### config.mk
export PLATFORM = sky130hd
export DESIGN_NAME = bp_cce_dir_read_seq
export DESIGN_NICKNAME = d
export VERILOG_FILES = /design/src/rtl/bp_cce_dir_read_seq.sv
export SDC_FILE = /design/constraint.sdc
export NUM_CORES = 1
export LEC_CHECK = 0
export ABC_AREA = 1
export BUFFER_PORTS_ARGS = -buffer_cell sky130_fd_sc_hd__buf_2
export CORE_MARGIN = 5
export CORE_UTILIZATION = 30
export DETAILED_ROUTE_END_ITERATION = 10
export SLEW_MARGIN = 20
export SYNTH_ARGS = -nofsm -noshare
export SYNTH_HDL_FRONTEND = slang
export SYNTH_SLANG_ARGS = --single-unit
### constraint.sdc
create_clock -name clk_i -period 2.3 [get_ports clk_i]
set_input_delay 0.23 -clock clk_i [delete_from_list [all_inputs] [get_ports clk_i]]
set_output_delay 0.23 -clock clk_i [all_outputs]
set_load 0.03 [all_outputs]
### src/rtl/bp_cce_dir_read_seq.sv
// Directory way-group read sequencer: reads every directory row of one way group,
// tag-compares each returned entry and collects per-LCE hit/way/state for the GAD logic.
module bp_cce_dir_read_seq #(
    parameter int unsigned num_lce_p        = 8,
    parameter int unsigned lce_assoc_p      = 8,
    parameter int unsigned lce_per_row_p    = 2,
    parameter int unsigned tag_width_p      = 12,
    parameter int unsigned num_way_groups_p = 64,
    localparam int unsigned rows_lp         = num_lce_p / lce_per_row_p,
    localparam int unsigned entry_w_lp      = tag_width_p + 3,
    localparam int unsigned lg_rows_lp      = (rows_lp > 1) ? $clog2(rows_lp) : 1,
    localparam int unsigned lg_wg_lp        = (num_way_groups_p > 1) ? $clog2(num_way_groups_p) : 1,
    localparam int unsigned lg_lce_assoc_lp = (lce_assoc_p > 1) ? $clog2(lce_assoc_p) : 1,
    localparam int unsigned row_w_lp        = lce_per_row_p * lce_assoc_p * entry_w_lp
) (
    input  logic                                  clk_i,
    input  logic                                  reset_n_i,
    input  logic                                  start_v_i,
    output logic                                  ready_o,
    input  logic [lg_wg_lp-1:0]                   wg_i,
    input  logic [tag_width_p-1:0]                tag_i,
    output logic                                  dir_r_v_o,
    input  logic                                  dir_r_ready_i,
    output logic [lg_wg_lp+lg_rows_lp-1:0]        dir_addr_o,
    input  logic [row_w_lp-1:0]                   dir_data_i,
    output logic                                  sharers_v_o,
    output logic                                  gad_v_o,
    input  logic                                  yumi_i,
    output logic [num_lce_p-1:0]                  sharers_hits_o,
    output logic [num_lce_p*lg_lce_assoc_lp-1:0]  sharers_ways_o,
    output logic [num_lce_p*3-1:0]                sharers_coh_states_o
);

    typedef enum logic [1:0] {
        e_idle  = 2'd0,
        e_read  = 2'd1,
        e_drain = 2'd2,
        e_done  = 2'd3
    } state_e;

    state_e                  state;
    logic [lg_wg_lp-1:0]     wg_r;
    logic [tag_width_p-1:0]  tag_r;
    logic [lg_rows_lp-1:0]   issue_row;
    logic                    ret_v;
    logic [lg_rows_lp-1:0]   ret_row;

    logic [lce_per_row_p-1:0]                       row_hit;
    logic [lce_per_row_p-1:0][lg_lce_assoc_lp-1:0]  row_way;
    logic [lce_per_row_p-1:0][2:0]                  row_state;
    logic [entry_w_lp-1:0]                          entry;

    assign dir_addr_o = {wg_r, issue_row};
    assign gad_v_o    = sharers_v_o;

    // Per-LCE match on the returned row; scanning ways downward lets the lowest hit win.
    always_comb begin
        row_hit   = '0;
        row_way   = '0;
        row_state = '0;
        entry     = '0;
        for (int l = 0; l < int'(lce_per_row_p); l++) begin
            for (int w = int'(lce_assoc_p) - 1; w >= 0; w--) begin
                entry = dir_data_i[(l*int'(lce_assoc_p) + w)*int'(entry_w_lp) +: entry_w_lp];
                if ((entry[tag_width_p-1:0] == tag_r) && (entry[entry_w_lp-1 -: 3] != 3'b000)) begin
                    row_hit[l]   = 1'b1;
                    row_way[l]   = lg_lce_assoc_lp'(w);
                    row_state[l] = entry[entry_w_lp-1 -: 3];
                end
            end
        end
    end

    always_ff @(posedge clk_i or negedge reset_n_i) begin
        if (!reset_n_i) begin
            state                <= e_idle;
            ready_o              <= 1'b1;
            dir_r_v_o            <= 1'b0;
            sharers_v_o          <= 1'b0;
            wg_r                 <= '0;
            tag_r                <= '0;
            issue_row            <= '0;
            ret_v                <= 1'b0;
            ret_row              <= '0;
            sharers_hits_o       <= '0;
            sharers_ways_o       <= '0;
            sharers_coh_states_o <= '0;
        end else begin
            ret_v <= 1'b0;

            // Fold the row returned this cycle into its LCE slots.
            for (int i = 0; i < int'(num_lce_p); i++) begin
                if (ret_v && (ret_row == lg_rows_lp'(i / int'(lce_per_row_p)))) begin
                    sharers_hits_o[i]                                    <= row_hit[i % int'(lce_per_row_p)];
                    sharers_ways_o[i*int'(lg_lce_assoc_lp) +: lg_lce_assoc_lp] <= row_way[i % int'(lce_per_row_p)];
                    sharers_coh_states_o[i*3 +: 3]                       <= row_state[i % int'(lce_per_row_p)];
                end
            end

            case (state)
                e_idle: begin
                    if (start_v_i) begin
                        wg_r                 <= wg_i;
                        tag_r                <= tag_i;
                        issue_row            <= '0;
                        sharers_hits_o       <= '0;
                        sharers_ways_o       <= '0;
                        sharers_coh_states_o <= '0;
                        ready_o              <= 1'b0;
                        dir_r_v_o            <= 1'b1;
                        state                <= e_read;
                    end
                end
                e_read: begin
                    if (dir_r_ready_i) begin
                        ret_v     <= 1'b1;
                        ret_row   <= issue_row;
                        issue_row <= issue_row + lg_rows_lp'(1);
                        if (issue_row == lg_rows_lp'(rows_lp - 1)) begin
                            dir_r_v_o <= 1'b0;
                            state     <= e_drain;
                        end
                    end
                end
                e_drain: begin
                    if (ret_v) begin
                        sharers_v_o <= 1'b1;
                        state       <= e_done;
                    end
                end
                e_done: begin
                    if (yumi_i) begin
                        sharers_v_o <= 1'b0;
                        ready_o     <= 1'b1;
                        state       <= e_idle;
                    end
                end
                default: begin
                    state <= e_idle;
                end
            endcase
        end
    end

endmodule

# --- Yosys cells after proc, flatten, opt, wreduce, memory -nomap -nowiden ---
# Index checks and enable logic that the tools add are counted.
word_totals:
  regBits: 84
  out_inout_bits: 68
  elab_cells: 188
op_classes:
  n_addsub: 1
  eq_ne: 28
  muxes: 99
  reduce_logical: 48
ops:
  columns: ["operator", "count"]
  rows:
  - ["$eq 12x12->1", 16]
  - ["$mux 3", 48]
  - ["$mux 24", 4]
  - ["$reduce_bool 3->1", 16]
  - ["$mux 1", 33]
  - ["$logic_and 1x1->1", 20]
  - ["$mux 8", 2]
  - ["$mux 2", 7]
  - ["$eq 2x2->1 const B", 5]
  - ["$ne 2x2->1 const B", 5]
  - ["$reduce_and 3->1", 3]
  - ["$pmux 2 s4", 1]
  - ["$pmux 1 s2", 3]
  - ["$reduce_bool 2->1", 3]
  - ["$reduce_and 5->1", 1]
  - ["$eq 2x1->1 const B", 2]
  - ["$logic_not 2->1", 2]
  - ["$pmux 2 s2", 1]
  - ["$reduce_and 2->1", 2]
  - ["$reduce_and 4->1", 1]
  - ["$add 2x1->2 const B", 1]

# --- Depth between registers and ports, before layout ---
logic_depth:
  depth_word: 13
  mapped_depth: 20
  mapped_depth_nobuf: 18

# --- Least setup slack after synthesis ---
# No wires, ideal clock.
synth_path:
  kind: "reg2reg"
  from: "register tag_r[0]"
  to: "register with a tool-made name"
  setup_time_ps: 117
  t_arrival_ps: 1758
  required_time_ps: 2183
  path_slack_ps: 425
  stages_incl_launch_ff: 13
  path_buffers: 2
  period_less_slack_ps: 1875
  cell_sequence: "dfrtp_1 > buf_6 > buf_6 > xor2_1 > nor3b_2 > nand2_1 > nor4_2 > nand2_2 > or2_1 > nand2_2 > nand2_1 > nand2_1 > nand2_1"
synth_lines:
  columns: ["item", "line_no", "source"]
  rows:
  - ["start: declaration", "43", "logic [tag_width_p-1:0] tag_r;"]
  - ["start signal: assignment", "104", "tag_r <= tag_i;"]

# --- Worst setup path in the final report ---
layout_path:
  from: "register tag_r[10]"
  to: "register sharers_coh_states_o[2]"
layout_between:
  elab_chain_cells: 13
  word_cells_on_any_way: 27
layout_lines:
  columns: ["item", "line_no", "source"]
  rows:
  - ["$eq 12x12->1", "65", "if ((entry[tag_width_p-1:0] == tag_r) && (entry[entry_w_lp-1 -: 3] != 3'b000)) begin"]
  - ["$logic_and 1x1->1", "65", null]
  - ["$mux 3 (7 in series)", "65", null]
  - ["$mux 3 *", "65", null]
  - ["$mux 3 *", "93", "if (ret_v && (ret_row == lg_rows_lp'(i / int'(lce_per_row_p)))) begin"]
  - ["$mux 24", "102", "if (start_v_i) begin"]
  - ["$mux 24 *", "100", "case (state)"]
  - ["end signal: indexed assignment", "96", "sharers_coh_states_o[i*3 +: 3] <= row_state[i % int'(lce_per_row_p)];"]
  - ["end: declaration", "31", "output logic [num_lce_p*3-1:0] sharers_coh_states_o"]
# Mark *: on every way between the ends. The rest lies on a longest branch, timed or not.
# A chain may end at the register's enable or synchronous reset.

==> results.md <==
* Switching share of power at 0.5189
* CP peak stage delay at 0.41 ns
* First-pass GRT wire length at 54,830 um
* RSZ-0062 raised after global routing: yes
* Initial antenna violation count at 10
* Seq cells post-synth at 84
* IO Pins at 331
* Crit-path cells: buf_12, xnor2_1, nand3_1, nor2_2, buf_4, nand2_2, o21ai_1, nand2_1, nand2_1, nand2_1, nand2_1, nand2_1, nand2_2, nand3_1, nand2_1, inv_1
* Area contributors post-synth: dfrtp_1 25%, nand2_1 16%, nor2_1 8.4%
* Setup ws final at 0.1213 ns
* Synth Net Count at 1,588
* Max-cap violations at 0
* Layout Cells excl Fill at 2,031
* Yosys warning total at 0
* # H-tree levels at 3
* Pre-CTS WS at 0.03382 ns
* Worst EP arrival at 2.42 ns
* Cell repeated most along the worst path: nand2_1
* Top_reg_cell synth: dfrtp_1
* # rows at 60
* Endpoints failing setup at 0
* Setup Skew at 0.01185 ns
* Port Buf Inserts at 330
* Die width at 175.7 um
* Seq/Total Area, Yosys at 0.2552
* GP Congestion at 1.010
* Switching power at 6.447 mW
* CP endpoint kind: flip-flop
* TritonCTS clock tree: yes
* # placed instances at 1,992
* DRC violations left at 0
* Post-synth EDFFs at 0
* Final Cycle Share at 0.9473
* Placed Area at 10,550 um2
* Worst IR drop on VDD at 0.4578 mV
* Internal at 5.977 mW
* Clk pwr share at 0.116
* CTS clk-pin slew, worst paths at 0.07 ns
* Die Area at 30,890 um2
* Post-Syn Area at 8242 um2
* Clock sink count at 84
* Initial Util at 0.3050
* Drt pass-1 iters at 5
* Comb pwr share at 0.683
* Cells after Synth at 1,320
* CP Class: flip-flop to flip-flop
* Post-synth cell types at 45
* Startpoint Class: flip-flop
* Fin area at 11,170 um2
* Hold WS at 0.07567 ns
* Fin crit period at 2.179 ns
* Vias/cell at 4.885
* Sequential fraction of design power at 0.202
* Cell with the most instances after synthesis: nand2_1
* Pin count of the biggest net entering global routing at 51
* Rel. slew slack at 0.5231
* Outcome: completed
* Actual slew at the worst max-slew pin at 0.7114 ns
* Num CTS Buffers at 9
* Top cell type's share of synthesized area at 0.2520
* Power Dens Cells at 1112 nW/um2
* Hold Crit Class: input pin to flip-flop
* Root buffer cell: clkbuf_16
* Critical-path top delay cell: dfrtp_1
* Crit path max fanout at 9
* Post-DP HPWL at 31,300 um
* Global route overflow at 0
* Fin. Hold Viols at 0
* Total routed wirelength at 37,290 um
* Asr flop ratio synth at 1.000
* Total power at 12.42 mW
* Final antenna-violating net count at 0
* Iter 0 DRT Violations at 699
* Share of layout cells above drive strength 1 at 0.2945
* Post-synth top area cell: dfrtp_1
* Vias in the first global route at 9,621
* Die Span Y at 175.7 um
* Synth top cells by count: 348 x nand2_1, 185 x nor2_1, 150 x inv_1
* WP data required at 2.54 ns
* Nets at 1,947
* Setup TNS at 0 ns
* Core area at 27,030 um2
* Pins over their slew limit at 0
* Final Core Density at 0.4133
* Routed length per placed instance at 18.36 um
* Clock buffer depth at 2
* GRT Total Usage at 0.2303
* Fmax at 459.0 MHz
* Leak at 6.101 nW
* P&R area growth vs syn at 35.52%
* Via count at 9,921
* Worst skew pair latency at 0.35 ns
* Synthesized area per cell at 6.244 um2
-- worst max-delay path, delay by kind of cell, from the launching register on --
family,cells,cell delay (ns)
AO/OA/AOI/OAI,1,0.09
flip-flops,1,0.41
XOR/XNOR,1,0.26
AND/OR/NAND/NOR,11,0.98
buffers and inverters,3,0.34
-- cell usage in the layout, fill, tap and decap left out, types with 3 or more instances in the layout --
cell type / instances
o21bai_1: 5
o21ai_1: 15
and3_1: 5
nor3b_1: 18
ha_1: 5
xnor2_1: 42
nor2_4: 4
buf_2: 329
nand2_1: 338
or2_1: 6
a21oi_1: 40
nor4_1: 10
clkbuf_16: 10
inv_2: 4
nand2_4: 3
nand3_1: 50
nand3b_1: 8
o21ai_0: 86
dfrtp_2: 4
nand2_2: 19
nor3_1: 44
nor2_2: 10
nor2_1: 175
xor2_1: 63
buf_12: 14
nor3_2: 4
buf_6: 3
nand4_1: 30
inv_6: 5
dfrtp_1: 79
inv_1: 150
diode_2: 6
buf_4: 51
o21a_1: 7
or2_2: 17
-- path summary, 6_finish.rpt --
path	startpoint	end	slack, ns	cells after the start
setup / recovery	tag_r[10]$_DFFE_PN0P_	sharers_coh_states_o[2]$_DFF_PN0_	0.12	16
hold / removal	wg_i[0]	wg_r[0]$_DFFE_PN0P_	0.08	3
setup reg to reg	tag_r[10]$_DFFE_PN0P_	sharers_coh_states_o[2]$_DFF_PN0_	0.12	16
hold reg to reg	wg_r[2]$_DFFE_PN0P_	wg_r[2]$_DFFE_PN0P_	0.48	2
max in group asynchronous	reset_n_i	ready_o$_DFFE_PN1P_	1.26	3
min in group asynchronous	reset_n_i	issue_row[0]$_DFFE_PN0P_	0.38	2
-- cell families after synthesis --
family	after synthesis	synth area share
AO/OA/AOI/OAI	165	0.1070
buffers and inverters	209	0.1157
XOR/XNOR	108	0.1157
flip-flops	84	0.2552
AND/OR/NAND/NOR	749	0.3988
adder cells (fa/ha/maj)	5	0.007591
-- metal layers --
layer | global-route usage | vias up | share of wire
li1 | - | 4928 | -
met1 | 0.2967 | 4524 | 0.43
met2 | 0.3891 | 402 | 0.48
met3 | 0.04003 | 59 | 0.070
met4 | 0.08057 | 8 | 0.027
met5 | 0 | - | 0.0017
-- cell type report --
class	instances	area [um2]
diodes	6	15.01
clock inverters	7	63.81
repair buffers	399	2379
well taps	341	426.7
clock buffers	9	225.2
multi-input cells	1027	5341
fillers	2923	15860
inverters	158	610.6
flip-flops and latches	84	2108
-- repair_timing --
item	4_1_cts	5_1_grt
endpoints found under the hold margin	34	0
setup buffers	0	15
endpoints found under the setup margin	0	55
hold buffers	1	0
resized for setup	0	57
-- power by group through the flow --
| stage | registers, mW | logic (mW) | clock network [mW] |
|---|---|---|---|
| after CTS | 2.49 | 8.18 | 1.48 |
| final | 2.51 | 8.48 | 1.44 |
| after floorplan | 3.29 | 4.58 | 0 |
| after detailed placement | 2.51 | 8.15 | 0 |
| after global placement | 2.49 | 8.13 | 0 |
| after global routing | 2.58 | 9.22 | 1.53 |
No activity file was read; power rests on OpenSTA's default activity.
